<file path="config.mk">
export PLATFORM = sky130hd
export DESIGN_NAME = scarv_cop_palu_seq_flat
export DESIGN_NICKNAME = d
export VERILOG_FILES = /design/src/rtl/scarv_cop_palu_seq_if.sv /design/src/rtl/scarv_cop_palu_seq.sv /design/src/flat_wrapper.sv
export SDC_FILE = /design/constraint.sdc
export NUM_CORES = 2
export LEC_CHECK = 0
export BUFFER_PORTS_ARGS = -buffer_cell sky130_fd_sc_hd__buf_4
export CAP_MARGIN = 20
export CORE_AREA = 2 2 220 308
export CTS_CLUSTER_SIZE = 20
export DETAILED_ROUTE_END_ITERATION = 8
export DIE_AREA = 0 0 222 310
export HOLD_SLACK_MARGIN = 0.02
export PLACE_DENSITY = 0.51
export REMOVE_ABC_BUFFERS = 1
export SLEW_MARGIN = 10
export SYNTH_ARGS = -nofsm -noshare
export SYNTH_HDL_FRONTEND = slang
export SYNTH_SLANG_ARGS = --single-unit
export TNS_END_PERCENT = 30
</file>
<file path="constraint.sdc">
create_clock -name g_clk -period 3.3 [get_ports g_clk]
set_input_delay 0.495 -clock g_clk [delete_from_list [all_inputs] [get_ports g_clk]]
set_output_delay 0.495 -clock g_clk [all_outputs]
set_load 0.02 [all_outputs]
</file>
<file path="src/rtl/scarv_cop_palu_seq_if.sv">
`default_nettype none
// ============================================================================
// Module   : scarv_cop_palu_seq_if
// Brief    : Issue-side and writeback-side handshake bundle of the packed ALU.
// Revision : 1.0 - initial release
// ============================================================================
interface scarv_cop_palu_seq_if #(
    parameter int XLEN = 32
) ();
    logic            in_valid;
    logic            in_ready;
    logic [2:0]      in_op;
    logic [2:0]      in_pw;
    logic [XLEN-1:0] in_rs1;
    logic [XLEN-1:0] in_rs2;
    logic [5:0]      in_shamt;
    logic            flush;
    logic            out_valid;
    logic            out_ready;
    logic [XLEN-1:0] out_data;
    logic            out_err;

    modport master (
        output in_valid, in_op, in_pw, in_rs1, in_rs2, in_shamt, flush, out_ready,
        input  in_ready, out_valid, out_data, out_err
    );

    modport slave (
        input  in_valid, in_op, in_pw, in_rs1, in_rs2, in_shamt, flush, out_ready,
        output in_ready, out_valid, out_data, out_err
    );
endinterface
`default_nettype wire

</file>
<file path="src/rtl/scarv_cop_palu_seq.sv">
`default_nettype none
// ============================================================================
// Module   : scarv_cop_palu_seq
// Brief    : Handshaked packed ALU (add/sub/shift/rotate, iterative multiply).
//            Optional signed saturating ADDS/SUBS under SCARV_COP_PALU_SEQ_SAT_EN.
// Revision : 1.0 - initial release
// ============================================================================
module scarv_cop_palu_seq #(
    parameter int XLEN    = 32,
    parameter int MUL_BPC = 1
) (
    input wire                  g_clk,
    input wire                  g_resetn,
    scarv_cop_palu_seq_if.slave bus
);

    localparam int NPW = $clog2(XLEN);
    localparam int CW  = 7;

    localparam logic [2:0] c_OP_ADD  = 3'd0;
    localparam logic [2:0] c_OP_SUB  = 3'd1;
    localparam logic [2:0] c_OP_SLL  = 3'd2;
    localparam logic [2:0] c_OP_SRL  = 3'd3;
    localparam logic [2:0] c_OP_ROTL = 3'd4;
    localparam logic [2:0] c_OP_MUL  = 3'd5;
    localparam logic [2:0] c_OP_ADDS = 3'd6;
    localparam logic [2:0] c_OP_SUBS = 3'd7;

    localparam logic [2:0] c_PW_LIM = 3'(NPW);

    localparam logic [1:0] c_ST_IDLE = 2'd0;
    localparam logic [1:0] c_ST_BUSY = 2'd1;
    localparam logic [1:0] c_ST_HOLD = 2'd2;

    logic [1:0]      r_state;
    logic [XLEN-1:0] r_data;
    logic            r_err;
    logic [XLEN-1:0] r_mul_a;
    logic [XLEN-1:0] r_mul_b;
    logic [XLEN-1:0] r_mul_acc;
    logic [CW-1:0]   r_mul_cnt;
    logic [2:0]      r_mul_pw;

    // Per-lane-width results, indexed directly by the 3-bit pw field.
    logic [XLEN-1:0] w_alu_pw     [0:7];
    logic [XLEN-1:0] w_acc_nxt_pw [0:7];
    logic [XLEN-1:0] w_a_nxt_pw   [0:7];
    logic [XLEN-1:0] w_b_nxt_pw   [0:7];
    logic [CW-1:0]   w_last_pw    [0:7];

    for (genvar p = 0; p < 8; p++) begin : g_pw
        if (p < NPW) begin : g_legal
            localparam int LW = XLEN >> p;
            localparam int NL = 1 << p;
            localparam int MB = (MUL_BPC < LW) ? MUL_BPC : LW;
            localparam int SW = $clog2(LW);
            localparam logic [LW-1:0] C_BMASK = LW'((64'd1 << MB) - 64'd1);

            logic [XLEN-1:0] w_res;
            logic [XLEN-1:0] w_acc;
            logic [XLEN-1:0] w_a;
            logic [XLEN-1:0] w_b;

            for (genvar l = 0; l < NL; l++) begin : g_lane
                logic [LW-1:0] w_lhs;
                logic [LW-1:0] w_rhs;
                logic [LW-1:0] w_sum;
                logic [LW-1:0] w_dif;
                logic [LW-1:0] w_rot;
                logic [LW-1:0] w_rot_unused_lo;
                logic [LW-1:0] w_out;
                logic [LW-1:0] w_ma;
                logic [LW-1:0] w_mb;
                logic [LW-1:0] w_pp;
                logic [SW-1:0] w_amt;

                assign w_lhs = bus.in_rs1[l*LW +: LW];
                assign w_rhs = bus.in_rs2[l*LW +: LW];
                assign w_amt = bus.in_shamt[SW-1:0];
                assign w_sum = w_lhs + w_rhs;
                assign w_dif = w_lhs - w_rhs;
                assign {w_rot, w_rot_unused_lo} = {w_lhs, w_lhs} << w_amt;

`ifdef SCARV_COP_PALU_SEQ_SAT_EN
                localparam logic [LW-1:0] C_SMAX = {1'b0, {(LW-1){1'b1}}};
                localparam logic [LW-1:0] C_SMIN = {1'b1, {(LW-1){1'b0}}};
                logic          w_ovf_add;
                logic          w_ovf_sub;
                logic [LW-1:0] w_clamp;
                logic [LW-1:0] w_sat_add;
                logic [LW-1:0] w_sat_sub;

                // Overflow always saturates toward the sign of the lhs operand.
                assign w_clamp   = w_lhs[LW-1] ? C_SMIN : C_SMAX;
                assign w_ovf_add = (w_lhs[LW-1] == w_rhs[LW-1]) && (w_sum[LW-1] != w_lhs[LW-1]);
                assign w_ovf_sub = (w_lhs[LW-1] != w_rhs[LW-1]) && (w_dif[LW-1] != w_lhs[LW-1]);
                assign w_sat_add = w_ovf_add ? w_clamp : w_sum;
                assign w_sat_sub = w_ovf_sub ? w_clamp : w_dif;
`endif

                always_comb begin
                    w_out = '0;
                    case (bus.in_op)
                        c_OP_ADD:  w_out = w_sum;
                        c_OP_SUB:  w_out = w_dif;
                        c_OP_SLL:  w_out = w_lhs << w_amt;
                        c_OP_SRL:  w_out = w_lhs >> w_amt;
                        c_OP_ROTL: w_out = w_rot;
`ifdef SCARV_COP_PALU_SEQ_SAT_EN
                        c_OP_ADDS: w_out = w_sat_add;
                        c_OP_SUBS: w_out = w_sat_sub;
`endif
                        default:   w_out = '0;
                    endcase
                end

                assign w_res[l*LW +: LW] = w_out;

                // Multiplicand pre-shifted and multiplier consumed from the bottom,
                // equivalent to indexing both by cnt*MUL_BPC.
                assign w_ma = r_mul_a[l*LW +: LW];
                assign w_mb = r_mul_b[l*LW +: LW];
                assign w_pp = w_ma * (w_mb & C_BMASK);

                assign w_acc[l*LW +: LW] = r_mul_acc[l*LW +: LW] + w_pp;
                assign w_a[l*LW +: LW]   = w_ma << MB;
                assign w_b[l*LW +: LW]   = w_mb >> MB;
            end

            assign w_alu_pw[p]     = w_res;
            assign w_acc_nxt_pw[p] = w_acc;
            assign w_a_nxt_pw[p]   = w_a;
            assign w_b_nxt_pw[p]   = w_b;
            assign w_last_pw[p]    = CW'((LW + MUL_BPC - 1) / MUL_BPC - 1);
        end else begin : g_illegal
            assign w_alu_pw[p]     = '0;
            assign w_acc_nxt_pw[p] = '0;
            assign w_a_nxt_pw[p]   = '0;
            assign w_b_nxt_pw[p]   = '0;
            assign w_last_pw[p]    = '0;
        end
    end

    logic            w_pw_ok;
    logic            w_op_ok;
    logic            w_err;
    logic            w_is_mul;
    logic            w_accept;
    logic            w_mul_done;
    logic [XLEN-1:0] w_alu_data;
    logic            w_unused_shamt;

    assign w_pw_ok = (bus.in_pw < c_PW_LIM);
`ifdef SCARV_COP_PALU_SEQ_SAT_EN
    assign w_op_ok = 1'b1;
`else
    assign w_op_ok = (bus.in_op != c_OP_ADDS) && (bus.in_op != c_OP_SUBS);
`endif
    assign w_err          = !w_pw_ok || !w_op_ok;
    assign w_is_mul       = (bus.in_op == c_OP_MUL) && w_pw_ok;
    assign w_alu_data     = w_err ? '0 : w_alu_pw[bus.in_pw];
    assign w_mul_done     = (r_mul_cnt == w_last_pw[r_mul_pw]);
    assign w_unused_shamt = ^bus.in_shamt;

    // flush masks acceptance outright, even when a HOLD result is being consumed.
    assign bus.in_ready  = !bus.flush &&
                           ((r_state == c_ST_IDLE) || ((r_state == c_ST_HOLD) && bus.out_ready));
    assign w_accept      = bus.in_valid && bus.in_ready;
    assign bus.out_valid = (r_state == c_ST_HOLD);
    assign bus.out_data  = r_data;
    assign bus.out_err   = r_err;

    always_ff @(posedge g_clk or negedge g_resetn) begin
        if (!g_resetn) begin
            r_state   <= c_ST_IDLE;
            r_data    <= '0;
            r_err     <= 1'b0;
            r_mul_a   <= '0;
            r_mul_b   <= '0;
            r_mul_acc <= '0;
            r_mul_cnt <= '0;
            r_mul_pw  <= '0;
        end else if (bus.flush) begin
            r_state   <= c_ST_IDLE;
            r_mul_acc <= '0;
            r_mul_cnt <= '0;
        end else begin
            case (r_state)
                c_ST_BUSY: begin
                    r_mul_acc <= w_acc_nxt_pw[r_mul_pw];
                    r_mul_a   <= w_a_nxt_pw[r_mul_pw];
                    r_mul_b   <= w_b_nxt_pw[r_mul_pw];
                    r_mul_cnt <= r_mul_cnt + 1'b1;
                    if (w_mul_done) begin
                        r_data  <= w_acc_nxt_pw[r_mul_pw];
                        r_err   <= 1'b0;
                        r_state <= c_ST_HOLD;
                    end
                end
                c_ST_IDLE, c_ST_HOLD: begin
                    if (w_accept) begin
                        if (w_is_mul) begin
                            r_mul_a   <= bus.in_rs1;
                            r_mul_b   <= bus.in_rs2;
                            r_mul_acc <= '0;
                            r_mul_cnt <= '0;
                            r_mul_pw  <= bus.in_pw;
                            r_state   <= c_ST_BUSY;
                        end else begin
                            r_data  <= w_alu_data;
                            r_err   <= w_err;
                            r_state <= c_ST_HOLD;
                        end
                    end else if ((r_state == c_ST_HOLD) && bus.out_ready) begin
                        r_state <= c_ST_IDLE;
                    end
                end
                default: r_state <= c_ST_IDLE;
            endcase
        end
    end

endmodule
`default_nettype wire

</file>
<file path="src/flat_wrapper.sv">
// flat-port wrapper written by rule: the top's interface ports become plain ports
module scarv_cop_palu_seq_flat 
#(
    parameter int XLEN    = 32,
    parameter int MUL_BPC = 1
)
  (g_clk, g_resetn, bus_in_valid, bus_in_op, bus_in_pw, bus_in_rs1, bus_in_rs2, bus_in_shamt, bus_flush, bus_out_ready, bus_in_ready, bus_out_valid, bus_out_data, bus_out_err);
  scarv_cop_palu_seq_if #(.XLEN(XLEN)) bus_i ();
  input wire g_clk;
  input wire g_resetn;
  input wire logic [$bits(bus_i.in_valid)-1:0] bus_in_valid;
  input wire logic [$bits(bus_i.in_op)-1:0] bus_in_op;
  input wire logic [$bits(bus_i.in_pw)-1:0] bus_in_pw;
  input wire logic [$bits(bus_i.in_rs1)-1:0] bus_in_rs1;
  input wire logic [$bits(bus_i.in_rs2)-1:0] bus_in_rs2;
  input wire logic [$bits(bus_i.in_shamt)-1:0] bus_in_shamt;
  input wire logic [$bits(bus_i.flush)-1:0] bus_flush;
  input wire logic [$bits(bus_i.out_ready)-1:0] bus_out_ready;
  output wire logic [$bits(bus_i.in_ready)-1:0] bus_in_ready;
  output wire logic [$bits(bus_i.out_valid)-1:0] bus_out_valid;
  output wire logic [$bits(bus_i.out_data)-1:0] bus_out_data;
  output wire logic [$bits(bus_i.out_err)-1:0] bus_out_err;
  assign bus_i.in_valid = bus_in_valid;
  assign bus_i.in_op = bus_in_op;
  assign bus_i.in_pw = bus_in_pw;
  assign bus_i.in_rs1 = bus_in_rs1;
  assign bus_i.in_rs2 = bus_in_rs2;
  assign bus_i.in_shamt = bus_in_shamt;
  assign bus_i.flush = bus_flush;
  assign bus_i.out_ready = bus_out_ready;
  assign bus_in_ready = bus_i.in_ready;
  assign bus_out_valid = bus_i.out_valid;
  assign bus_out_data = bus_i.out_data;
  assign bus_out_err = bus_i.out_err;
  scarv_cop_palu_seq #(.XLEN(XLEN), .MUL_BPC(MUL_BPC)) u_core (.g_clk(g_clk), .g_resetn(g_resetn), .bus(bus_i));
endmodule
</file>
==> reports/qor.txt <==
Failing checks -> setup timing
Sequential element share of the synthesized area -> 14.2%
Worst path cell trace -> buf_8 > nor3_4 > buf_4 > and3_4 > or3b_4 > nor4_4 > buf_4 > a21oi_4 > xnor2_1 > ha_1 > nand4_1 > or3_1 > a31oi_1 > buf_4 > o41ai_2 > xnor2_1 > a22oi_1 > o311ai_1 > nand3_1 > o211ai_1
Post-synthesis area per instance -> 7.23 um^2
Synthesized area -> 24,900 um^2
Worst VDD drop -> 0.000293 V
Critical Path RT -> 3.72 ns
Final WS setup -> -0.502 ns
Ports -> 116
Max stage delay on crit path -> 0.43 ns
Crit-path max FO -> 5
R2r startpoint -> u_core.g_pw[0].g_legal.g_lane[0].w_mb[0]
Initial core utilization -> 37.6%
Setup TNS -> -6.08 ns
FMAX -> 0.263 GHz
RSZ-0062 raised after global routing -> true
DIE AREA -> 68,800 um^2
Startpoint Class -> primary input
Final core utilization -> 54.2%
Headroom to the max-slew limit -> 44.3%
Crit path top cell by count -> buf_4
Status -> complete, but fails checks
Final Setup Violations -> 25
Post-Route WL -> 151 mm
Diodes inserted -> 0
Hold/Removal Path Class -> primary input to async pin
Final slew viol count -> 0
Routed via count -> 32,800
Skew final -> 0.0259 ns
Die Height -> 310 um
P_leak -> 16.8 nW
Crit-path slowest cell -> or3b_4
Clock transition at path regs -> 0.06 ns
Die W -> 222 um
Post-synth ARST share -> 100%
Initial antenna violation count -> 2
Cells after Synth -> 3,444
Pre-CTS setup slack -> -1.33 ns
Vias per cell -> 6.25
Number of flops mapped to enable cells by yosys -> 0
R2R depth -> 15
PortBufs -> 114
First-pass GRT wire length -> 219 mm
Starting DRT DRC Count -> 3,177
CTS tree -> built
MaxCap Viol Count -> 0
GP Congestion -> 1.04
Clock Root Buffer -> clkbuf_16
CTS HTree Levels -> 4
DRC errors left -> 0
Worst setup path category -> primary input to flop
Worst reg2reg setup slack -> -0.28 ns
Post-layout nets -> 4,661
Pre-antenna DRT Iters -> 6
Clock Tree Buf Depth -> 3
Final Instance Area -> 35,900 um^2
Cell variety after synth -> 99
Post-route ant nets -> 0
Worst slew pin tran -> 0.835 ns
Yosys warns -> 0
Worst-Skew Late Latency -> 0.52 ns
Predominant post-synthesis flop cell -> dfrtp_1
Core area -> 66,300 um^2
Total gr overflow -> 0
TritonCTS Buffers -> 25
PwrDens -> 311 nW/um^2
Crit. End Element -> flop
Clock sinks -> 141
GRT Total Usage -> 43.0%
Final period utilization -> 115%
Worst r2r dst -> u_core.r_mul_acc[31]
Final Hold Vio Count -> 0
Minimum clock period -> 3.80 ns
Share of cells above drive strength 1 -> 33.6%
Wire length per cell -> 28.9 um
Total power -> 11.2 mW
Number of global-route vias before repair -> 33,100
Area Growth Syn to Fin -> 44.4%
Arr. time, crit path -> 4.22 ns
HPWL after DPL -> 122 mm
Row count -> 112
Largest net degree at the start of global routing -> 126
Synthesis-stage register bit count -> 141
Area after DPL -> 34,000 um^2
Fillers -> 6,452
## sequential cells by signal (all words and copies together) (netlist names)
| name | flops |
|---|---|
| u_core.bus.out_data | 32 |
| u_core.bus.out_err | 1 |
| u_core.g_pw.g_legal.g_lane.w_ma | 32 |
| u_core.g_pw.g_legal.g_lane.w_mb | 32 |
| u_core.r_mul_acc | 32 |
| u_core.r_mul_cnt | 7 |
| u_core.r_mul_pw | 3 |
| u_core.r_state | 2 |
## layout make-up
class / count / area [um^2] / share of cell area [%]
Sequential cell: 141 / 3530 / 9.83
Clock buffer: 29 / 661 / 1.84
Inverter: 106 / 398 / 1.11
Timing Repair Buffer: 1186 / 9520 / 26.5
Tap cell: 855 / 1070 / 2.98
Multi-Input combinational cell: 2928 / 20700 / 57.7
Clock inverter: 3 / 17.5 / 0.0487
## power breakdown
part           total (mW)  internal, mW  leakage (nW)  switching, mW
clock                2.22          1.39         0.333          0.826
sequential           2.29          2.00          1.86          0.292
combinational        6.66          2.89          14.6           3.77
total                11.2          6.28          16.8           4.89
## how the worst max path moves through the flow
stage / startpoint / endpoint / slack, ns
global route: bus_in_rs2[10] / u_core.bus.out_data[31] / -0.70
finish: bus_in_rs2[10] / u_core.bus.out_data[24] / -0.50
detailed placement: bus_in_rs2[9] / u_core.bus.out_data[26] / -1.33
floorplan: u_core.r_state[0] / u_core.g_pw[0].g_legal.g_lane[0].w_ma[10] / -3.46
global placement: bus_in_rs2[9] / u_core.bus.out_data[26] / -1.44
CTS: bus_in_rs2[1] / u_core.bus.out_data[22] / -0.50
## repair_timing
item	4_1_cts	5_1_grt
hold endpoints to repair	0	0
setup buffers	19	15
cloned	2	0
hold buffers	0	0
setup endpoints to repair	40	42
pin swaps	109	78
resized for setup	147	84
## cells in the final DEF (no fill, tap or decap), types with 28 or more instances in the layout
cell / instances
mux4_2: 42
dfrtp_1: 140
nor2_1: 298
and2_1: 96
o21ai_0: 248
o21ai_1: 49
buf_12: 37
o22ai_1: 29
nand2_1: 388
a221oi_1: 31
buf_4: 1120
nor2b_1: 30
o211ai_1: 42
a211oi_1: 36
a2bb2oi_1: 39
ha_1: 156
a21oi_1: 275
inv_1: 98
nor3_1: 54
nand2b_1: 40
xor2_1: 45
mux2i_1: 58
a22oi_1: 35
a31oi_1: 68
nand3_1: 86
a21o_1: 68
xnor2_1: 152
o31ai_1: 28
## critical path: cells and delay by family
kind,cells,cell delay [ns]
AND/OR/NAND/NOR,7,1.61
AO/OA/AOI/OAI,6,0.81
buffers and inverters,4,0.61
adder cells (fa/ha/maj),1,0.38
XOR/XNOR,2,0.32
## cell families after synthesis
| kind of cell | share of synthesized area, % |
|---|---|
| buffers and inverters | 6.38 |
| adders and majority gates | 10.1 |
| muxes | 7.27 |
| xor gates and xnor gates | 7.28 |
| AOI/OAI and AO/OA | 33.8 |
| DFF | 14.2 |
| and+or+nand+nor | 20.9 |
## layer usage
| metal | vias to the layer above | part of all wire (%) | GRT usage, % |
|---|---|---|---|
| li1 | 14600 | - | - |
| met1 | 15900 | 37 | 48.6 |
| met2 | 1722 | 47 | 74.5 |
| met3 | 522 | 6.8 | 5.70 |
| met4 | 2 | 9.0 | 32.3 |
| met5 | - | 0.0086 | 0 |
## through the flow
stage	hold WS, ns	instances
after floorplan	0.199	3175
final	0.0127	5248
after global routing	0.0860	5248
after global placement	0.459	5187
after CTS	0.0592	5237
after detailed placement	0.468	5187
## synthesized netlist by cell type (62+ instances only)
cell / count / area share [%]
a21oi_1: 294 / 5.9
a31oi_1: 73 / 1.8
nor3_1: 62 / 1.2
a21o_1: 69 / 2.1
inv_1: 100 / 1.5
nand3_1: 90 / 1.8
dfrtp_1: 141 / 14
nor2_1: 312 / 4.7
nand2_1: 390 / 5.9
and2_1: 103 / 2.6
ha_1: 176 / 8.8
xnor2_1: 159 / 5.6
o21ai_0: 277 / 5.6
clkbuf_1: 186 / 2.8
(Power assumes the default switching activity.)
